File: src/rtl/bullet_collision_scanner.sv
// -----------------------------------------------------------------------------
// bullet_collision_scanner
//
// Once per frame, takes a snapshot of every player-bullet and enemy position
// and walks all bullet/enemy pairs, one pair per clock, testing axis-aligned
// box overlap. Each bullet and each enemy can take part in at most one hit
// per scan. The pairing is first come, first served in scan order (bullet
// major, enemy minor). At the end of the scan it emits a one-cycle report:
// the hit vectors the bullet and enemy controllers retire on, and a hit count
// for the score logic.
//
// Ports (all logic on the rising edge of clk25):
//   clk25              pixel clock
//   rst_n              synchronous active-low reset; aborts a scan in flight
//   frame_tick         scan request, accepted only while idle and not busy
//   bullet_x_flat      bullet i x coordinate at [i*10 +: 10]
//   bullet_y_flat      bullet i y coordinate at [i*10 +: 10]
//   bullet_active_flat bullet i live
//   enemy_x_flat       enemy j x coordinate at [j*10 +: 10]
//   enemy_y_flat       enemy j y coordinate at [j*10 +: 10]
//   enemy_active_flat  enemy j live
//   bullet_hit         report-cycle pulse, bit i = bullet i hit an enemy
//   enemy_hit          report-cycle pulse, bit j = enemy j was hit
//   hit_count          number of hit pairs, non-zero only in the report cycle
//   scan_done          one-cycle pulse marking the report cycle
//   busy               high from the cycle after acceptance through the report
// -----------------------------------------------------------------------------
module bullet_collision_scanner #(
  parameter int BULLET_COUNT = 8,
  parameter int ENEMY_COUNT  = 4,
  parameter int BULLET_W     = 4,
  parameter int BULLET_H     = 8,
  parameter int ENEMY_W      = 32,
  parameter int ENEMY_H      = 32
) (
  input  logic                                  clk25,
  input  logic                                  rst_n,
  input  logic                                  frame_tick,
  input  logic [10*BULLET_COUNT-1:0]            bullet_x_flat,
  input  logic [10*BULLET_COUNT-1:0]            bullet_y_flat,
  input  logic [BULLET_COUNT-1:0]               bullet_active_flat,
  input  logic [10*ENEMY_COUNT-1:0]             enemy_x_flat,
  input  logic [10*ENEMY_COUNT-1:0]             enemy_y_flat,
  input  logic [ENEMY_COUNT-1:0]                enemy_active_flat,
  output logic [BULLET_COUNT-1:0]               bullet_hit,
  output logic [ENEMY_COUNT-1:0]                enemy_hit,
  output logic [$clog2(BULLET_COUNT+1)-1:0]     hit_count,
  output logic                                  scan_done,
  output logic                                  busy
);

  localparam int CW  = $clog2(BULLET_COUNT + 1);
  localparam int BIW = (BULLET_COUNT > 1) ? $clog2(BULLET_COUNT) : 1;
  localparam int EIW = (ENEMY_COUNT > 1) ? $clog2(ENEMY_COUNT) : 1;

  localparam logic [BIW-1:0] B_LAST = BIW'(BULLET_COUNT - 1);
  localparam logic [EIW-1:0] E_LAST = EIW'(ENEMY_COUNT - 1);

  typedef enum logic [1:0] {
    IDLE,
    SCAN,
    REPORT
  } state_t;

  state_t state, state_next;

  // Frame snapshot: the scan only ever looks at these, so bus activity
  // during a scan cannot disturb the result.
  logic [9:0]              snap_bx [BULLET_COUNT];
  logic [9:0]              snap_by [BULLET_COUNT];
  logic [BULLET_COUNT-1:0] snap_ba;
  logic [9:0]              snap_ex [ENEMY_COUNT];
  logic [9:0]              snap_ey [ENEMY_COUNT];
  logic [ENEMY_COUNT-1:0]  snap_ea;

  // Scan position and hit accumulators.
  logic [BIW-1:0]          b_idx;
  logic [EIW-1:0]          e_idx;
  logic [BULLET_COUNT-1:0] acc_b;
  logic [ENEMY_COUNT-1:0]  acc_e;
  logic [CW-1:0]           count;

  // ---------------------------------------------------------------------------
  // Pair evaluation for the current (b_idx, e_idx).
  // Coordinates are widened to 11 bits so that x+width near the right or
  // bottom of the 10-bit field cannot wrap and fake an overlap. Strict
  // comparisons mean boxes whose edges only touch do not collide.
  // ---------------------------------------------------------------------------
  logic [10:0] bx, by, ex, ey;
  logic        overlap;
  logic        pair_hit;
  logic        last_e;
  logic        last_pair;
  logic        start;

  assign bx = {1'b0, snap_bx[b_idx]};
  assign by = {1'b0, snap_by[b_idx]};
  assign ex = {1'b0, snap_ex[e_idx]};
  assign ey = {1'b0, snap_ey[e_idx]};

  assign overlap = (bx < ex + 11'(ENEMY_W))  &&
                   (bx + 11'(BULLET_W) > ex) &&
                   (by < ey + 11'(ENEMY_H))  &&
                   (by + 11'(BULLET_H) > ey);

  // A bullet or enemy already claimed this scan is out of play, which is
  // what makes the pairing one-to-one.
  assign pair_hit = snap_ba[b_idx] && snap_ea[e_idx] &&
                    !acc_b[b_idx]  && !acc_e[e_idx]  && overlap;

  assign last_e    = (e_idx == E_LAST);
  assign last_pair = last_e && (b_idx == B_LAST);

  // The registered busy output stays high for the report cycle, which is
  // spent back in IDLE; gating on it keeps a request made while the report
  // is still on the outputs from starting a new scan.
  assign start = (state == IDLE) && frame_tick && !busy;

  // ---------------------------------------------------------------------------
  // State machine
  // ---------------------------------------------------------------------------
  // NOTE: sequential state is written with non-blocking assignments so every
  // register samples the pre-edge values regardless of statement order.
  always_ff @(posedge clk25) begin
    if (!rst_n) begin
      state <= IDLE;
    end else begin
      state <= state_next;
    end
  end

  // NOTE: state_next gets its default before the case so no path through
  // this block leaves it unassigned, which would infer a latch.
  always_comb begin
    state_next = state;
    unique case (state)
      IDLE:    if (start) state_next = SCAN;
      SCAN:    if (last_pair) state_next = REPORT;
      REPORT:  state_next = IDLE;
      default: state_next = IDLE;
    endcase
  end

  // ---------------------------------------------------------------------------
  // Snapshot, scan datapath and registered outputs
  // ---------------------------------------------------------------------------
  always_ff @(posedge clk25) begin
    if (!rst_n) begin
      // NOTE: the snapshot arrays are small flop banks rather than RAM, and
      // clearing them gives a defined state after reset at negligible cost.
      for (int i = 0; i < BULLET_COUNT; i++) begin
        snap_bx[i] <= '0;
        snap_by[i] <= '0;
      end
      for (int j = 0; j < ENEMY_COUNT; j++) begin
        snap_ex[j] <= '0;
        snap_ey[j] <= '0;
      end
      snap_ba <= '0;
      snap_ea <= '0;
      b_idx   <= '0;
      e_idx   <= '0;
      acc_b   <= '0;
      acc_e   <= '0;
      count   <= '0;
    end else if (start) begin
      for (int i = 0; i < BULLET_COUNT; i++) begin
        snap_bx[i] <= bullet_x_flat[i*10 +: 10];
        snap_by[i] <= bullet_y_flat[i*10 +: 10];
      end
      for (int j = 0; j < ENEMY_COUNT; j++) begin
        snap_ex[j] <= enemy_x_flat[j*10 +: 10];
        snap_ey[j] <= enemy_y_flat[j*10 +: 10];
      end
      snap_ba <= bullet_active_flat;
      snap_ea <= enemy_active_flat;
      b_idx   <= '0;
      e_idx   <= '0;
      acc_b   <= '0;
      acc_e   <= '0;
      count   <= '0;
    end else if (state == SCAN) begin
      if (pair_hit) begin
        acc_b[b_idx] <= 1'b1;
        acc_e[e_idx] <= 1'b1;
        count        <= count + CW'(1);
      end
      // Enemy index is the fast one; after the final pair both wrap to 0,
      // which is harmless since the next acceptance reloads them anyway.
      if (last_e) begin
        e_idx <= '0;
        b_idx <= last_pair ? '0 : b_idx + BIW'(1);
      end else begin
        e_idx <= e_idx + EIW'(1);
      end
    end
  end

  // Outputs are registered from the state, so the report appears the cycle
  // after REPORT and every pulse output is zero outside that cycle.
  always_ff @(posedge clk25) begin
    if (!rst_n) begin
      bullet_hit <= '0;
      enemy_hit  <= '0;
      hit_count  <= '0;
      scan_done  <= 1'b0;
      busy       <= 1'b0;
    end else begin
      busy      <= (state != IDLE);
      scan_done <= (state == REPORT);
      if (state == REPORT) begin
        bullet_hit <= acc_b;
        enemy_hit  <= acc_e;
        hit_count  <= count;
      end else begin
        bullet_hit <= '0;
        enemy_hit  <= '0;
        hit_count  <= '0;
      end
    end
  end

endmodule

File: config.mk
export PLATFORM = sky130hd
export DESIGN_NAME = bullet_collision_scanner
export DESIGN_NICKNAME = d
export VERILOG_FILES = /design/src/rtl/bullet_collision_scanner.sv
export SDC_FILE = /design/constraint.sdc
export NUM_CORES = 1
export LEC_CHECK = 0
export BUFFER_PORTS_ARGS = -buffer_cell sky130_fd_sc_hd__buf_2
export CAP_MARGIN = 30
export CORE_UTILIZATION = 51
export CTS_CLUSTER_SIZE = 16
export DETAILED_ROUTE_END_ITERATION = 8
export MAX_ROUTING_LAYER = met4
export PLACE_DENSITY = 0.76
export SLEW_MARGIN = 30
export SYNTH_ARGS = -nofsm -noshare
export SYNTH_HDL_FRONTEND = slang
export SYNTH_SLANG_ARGS = --single-unit
File: constraint.sdc
create_clock -name clk25 -period 24.3 [get_ports clk25]
set_input_delay 4.86 -clock clk25 [delete_from_list [all_inputs] [get_ports clk25]]
set_output_delay 4.86 -clock clk25 [all_outputs]
set_load 0.005 [all_outputs]
==> flow_summary.toml <==
[sta]
fmax_mhz = 136
worst_slew_margin_rel = 0.434
fin_crit_ns = 7.36
fin_setup_tns_ns = 0
fin_crit_sh = 0.303
setup_viol = 0
hold_viol_final = 0
drv_slew = 0
clock_skew_ns = 0.0141
rsz0062_at_grt = "no"
worstMarginPinSlew_ns = 0.849

[clock_tree]
cts-hold-fix-buffers = 0
cts_buffer_depth = 3
numCtsBuffers = 34
htree_levels = 2
ctsRootBufferMaster = "clkbuf_16"
cts_resized = 0
path_clk_slew_ns = 0.06
clock_latency_ns = 0.52
cts.sinks = 298
cts_setup_buffers = 0
cts_tree = "done"

[global_route]
gr-total-overflow = 0
antenna_found_initial = 8
grtUsageTotal = 0.228
use_met2 = 0.384
grt_pass1_wl_mm = 47.9
gr-usage-met3 = 0.0402
met1_usage = 0.276
gr-max-usage-layer = "met2"
first_global_vias = 9235
grt_max_degree = 150

[routing]
dr.pass1.iters = 5
wire_per_inst_um = 18.9
final_antenna_net_count = 0
drtIter0Drc = 775
viasPerCell = 5.57
post-route-drc-count = 0
postRouteWirelength_mm = 30.7
vias = 9037

[yosys]
syn_inst = 1006
syn_area_per_cell_um2 = 13.9
yosysWarnings = 0
synth_edf_count = 240
synth.cell_area_um2 = 14000
ys_seq_elements = 298
synth.yosys.seq_area_share = 0.600
synth.distinct_cells = 57
syn_nets = 1307
ys.flop_type = "edfxtp_1"
synthArstFlopShare = 0

[die]
fp.coreArea_um2 = 26900
dieWidth_um = 167
initial_core_util = 0.519
die_h_um = 167
rows = 60
num_io_pins = 273
dieArea_um2 = 28000

[setup_path]
worstSetupStartpointType = "input pin"
crit_fanout = 92
slowest_stage = "buf_4"
crit_family = "buffers and inverters"
cp.required_ns = 24.51
timing.rr.end = "acc_b[6]$_SDFFE_PP0P_"
rrSetupSlack_ns = 19.49
crit_type = "input pin to register"
crit_path_end_kind = "register"
slowest_delay_ns = 0.64
cp_data_arrival_time_ns = 7.57
cp.buffers_inverters = 5
reg2reg_depth = 16
critical_path.most_common_cell = "buf_4"
path_cells = "buf_2 -> nor4b_2 -> buf_4 -> nor2b_4 -> inv_8 -> buf_4 -> buf_12"

[cells_and_area]
fill_cells = 2076
drive_gt1_frac = 0.327
seqCellArea_um2 = 8380
multi_input_area_um2 = 5140
nets = 1549
mostFrequentLayoutCells = "buf_2, edfxtp_1, and3_1"
final_cells = 1621
area_growth_pct = 19.3
mostFrequentLayoutCell = "buf_2"

[outcome]
status = "completed"

[job]
drv_cap = 0

[power_and_ir_drop]
power_density_nw_per_um2 = 74.8
total_leakage_power_nw = 7.40
vdd_ir_drop_max_v = 0.0000601

[placed_design]
io_buffer_count = 272
dp_hpwl_mm = 20.8
dp.cells = 1552
finalWeightedCongestion = 0.825

[hold_path]
min_path_type = "register to register"
worstHoldEndpoint = "hit_count[2]$_SDFF_PN0_"
holdPathStages = 1
min_from = "count[2]$_SDFFE_PP0P_"
worst max path at each step:
stage	startpoint	endpoint	slack, ns	cells past startpoint
after floorplan	frame_tick	register	11.20	6
final	frame_tick	snap_by[0][2]$_SDFFCE_PN0P_	16.94	7
after detailed placement	frame_tick	snap_by[7][0]$_SDFFCE_PN0P_	16.42	7
after CTS	frame_tick	snap_by[1][9]$_SDFFCE_PN0P_	16.96	7
after global routing	frame_tick	snap_by[3][9]$_SDFFCE_PN0P_	16.73	7
after global placement	rst_n	acc_b[6]$_SDFFE_PP0P_	16.24	5
area by class of cell:
| class | count | area share |
|---|---|---|
| clock inverters | 19 | 0.0100 |
| well taps | 341 | 0.0256 |
| diodes | 8 | 0.00120 |
| multi-input cells | 593 | 0.309 |
| inverters | 39 | 0.00924 |
| flip-flops and latches | 298 | 0.503 |
| repair buffers | 282 | 0.0884 |
| clock buffers | 41 | 0.0539 |
Yosys cell counts (all sizes together) (2+ instances only):
cell,count,area share
edfxtp,240,0.52
and3,206,0.092
mux4,62,0.10
clkbuf,61,0.016
dfxtp,58,0.083
and2,57,0.026
ha,46,0.041
nand2,42,0.011
inv,38,0.010
a21oi,23,0.0083
o21ai,16,0.0057
xnor2,16,0.010
buf,15,0.0060
nand3,15,0.0054
mux2,11,0.0089
mux2i,11,0.0079
nor2,11,0.0030
a22o,10,0.0063
a21o,8,0.0043
nor3,7,0.0033
nand2b,6,0.0027
nand4,6,0.0027
o41ai,6,0.0065
nor2b,5,0.0022
o221ai,3,0.0019
a2111oi,2,0.0013
a221oi,2,0.0013
o21a,2,0.0011
report_power, final:
group,leakage (nW),internal (W),switching [W]
clock,0.522,0.000278,0.000205
combinational,3.83,0.0000666,0.0000825
sequential,3.05,0.000601,0.0000120
per-stage QoR:
step	hold WS (ns)	setup WS, ns	cell area, µm²	utilization	power [W]
global placement	0.454	16.24	15500	0.577	0.000765
finish	0.466	16.94	16600	0.619	0.00124
floorplan	0.430	11.20	14000	-	0.000725
global route	0.491	16.73	16600	0.619	0.00129
CTS	0.473	16.96	16600	0.618	0.00125
detailed placement	0.459	16.42	15500	0.578	0.000773
registers in the layout, indices dropped and copies added, names as in the netlist, 8 cells and up, named ones only:
register and cells:
snap_ex 40, snap_bx 80, acc_b 8, snap_by 80, snap_ba 8, snap_ey 40
bullet_hit 8
logic make-up (layout without fill, tap and decap cells):
| group | count (synthesis) | count (layout) | share of synthesized area |
|---|---|---|---|
| and+or+nand+nor | 361 | 361 | 0.152 |
| xor gates and xnor gates | 17 | 17 | 0.0107 |
| adders and majority gates | 46 | 46 | 0.0413 |
| other | 0 | 8 | 0 |
| muxes | 84 | 84 | 0.118 |
| DFF | 298 | 298 | 0.600 |
| buffers and inverters | 115 | 381 | 0.0329 |
| AOI/OAI and AO/OA | 85 | 85 | 0.0446 |
routing by layer:
layer	share of wire	vias up
met5	0	-
met4	0.024	0
met3	0.052	54
met2	0.52	282
met1	0.41	4363
li1	-	4338
Note: power is estimated with default switching activity, not from simulation.
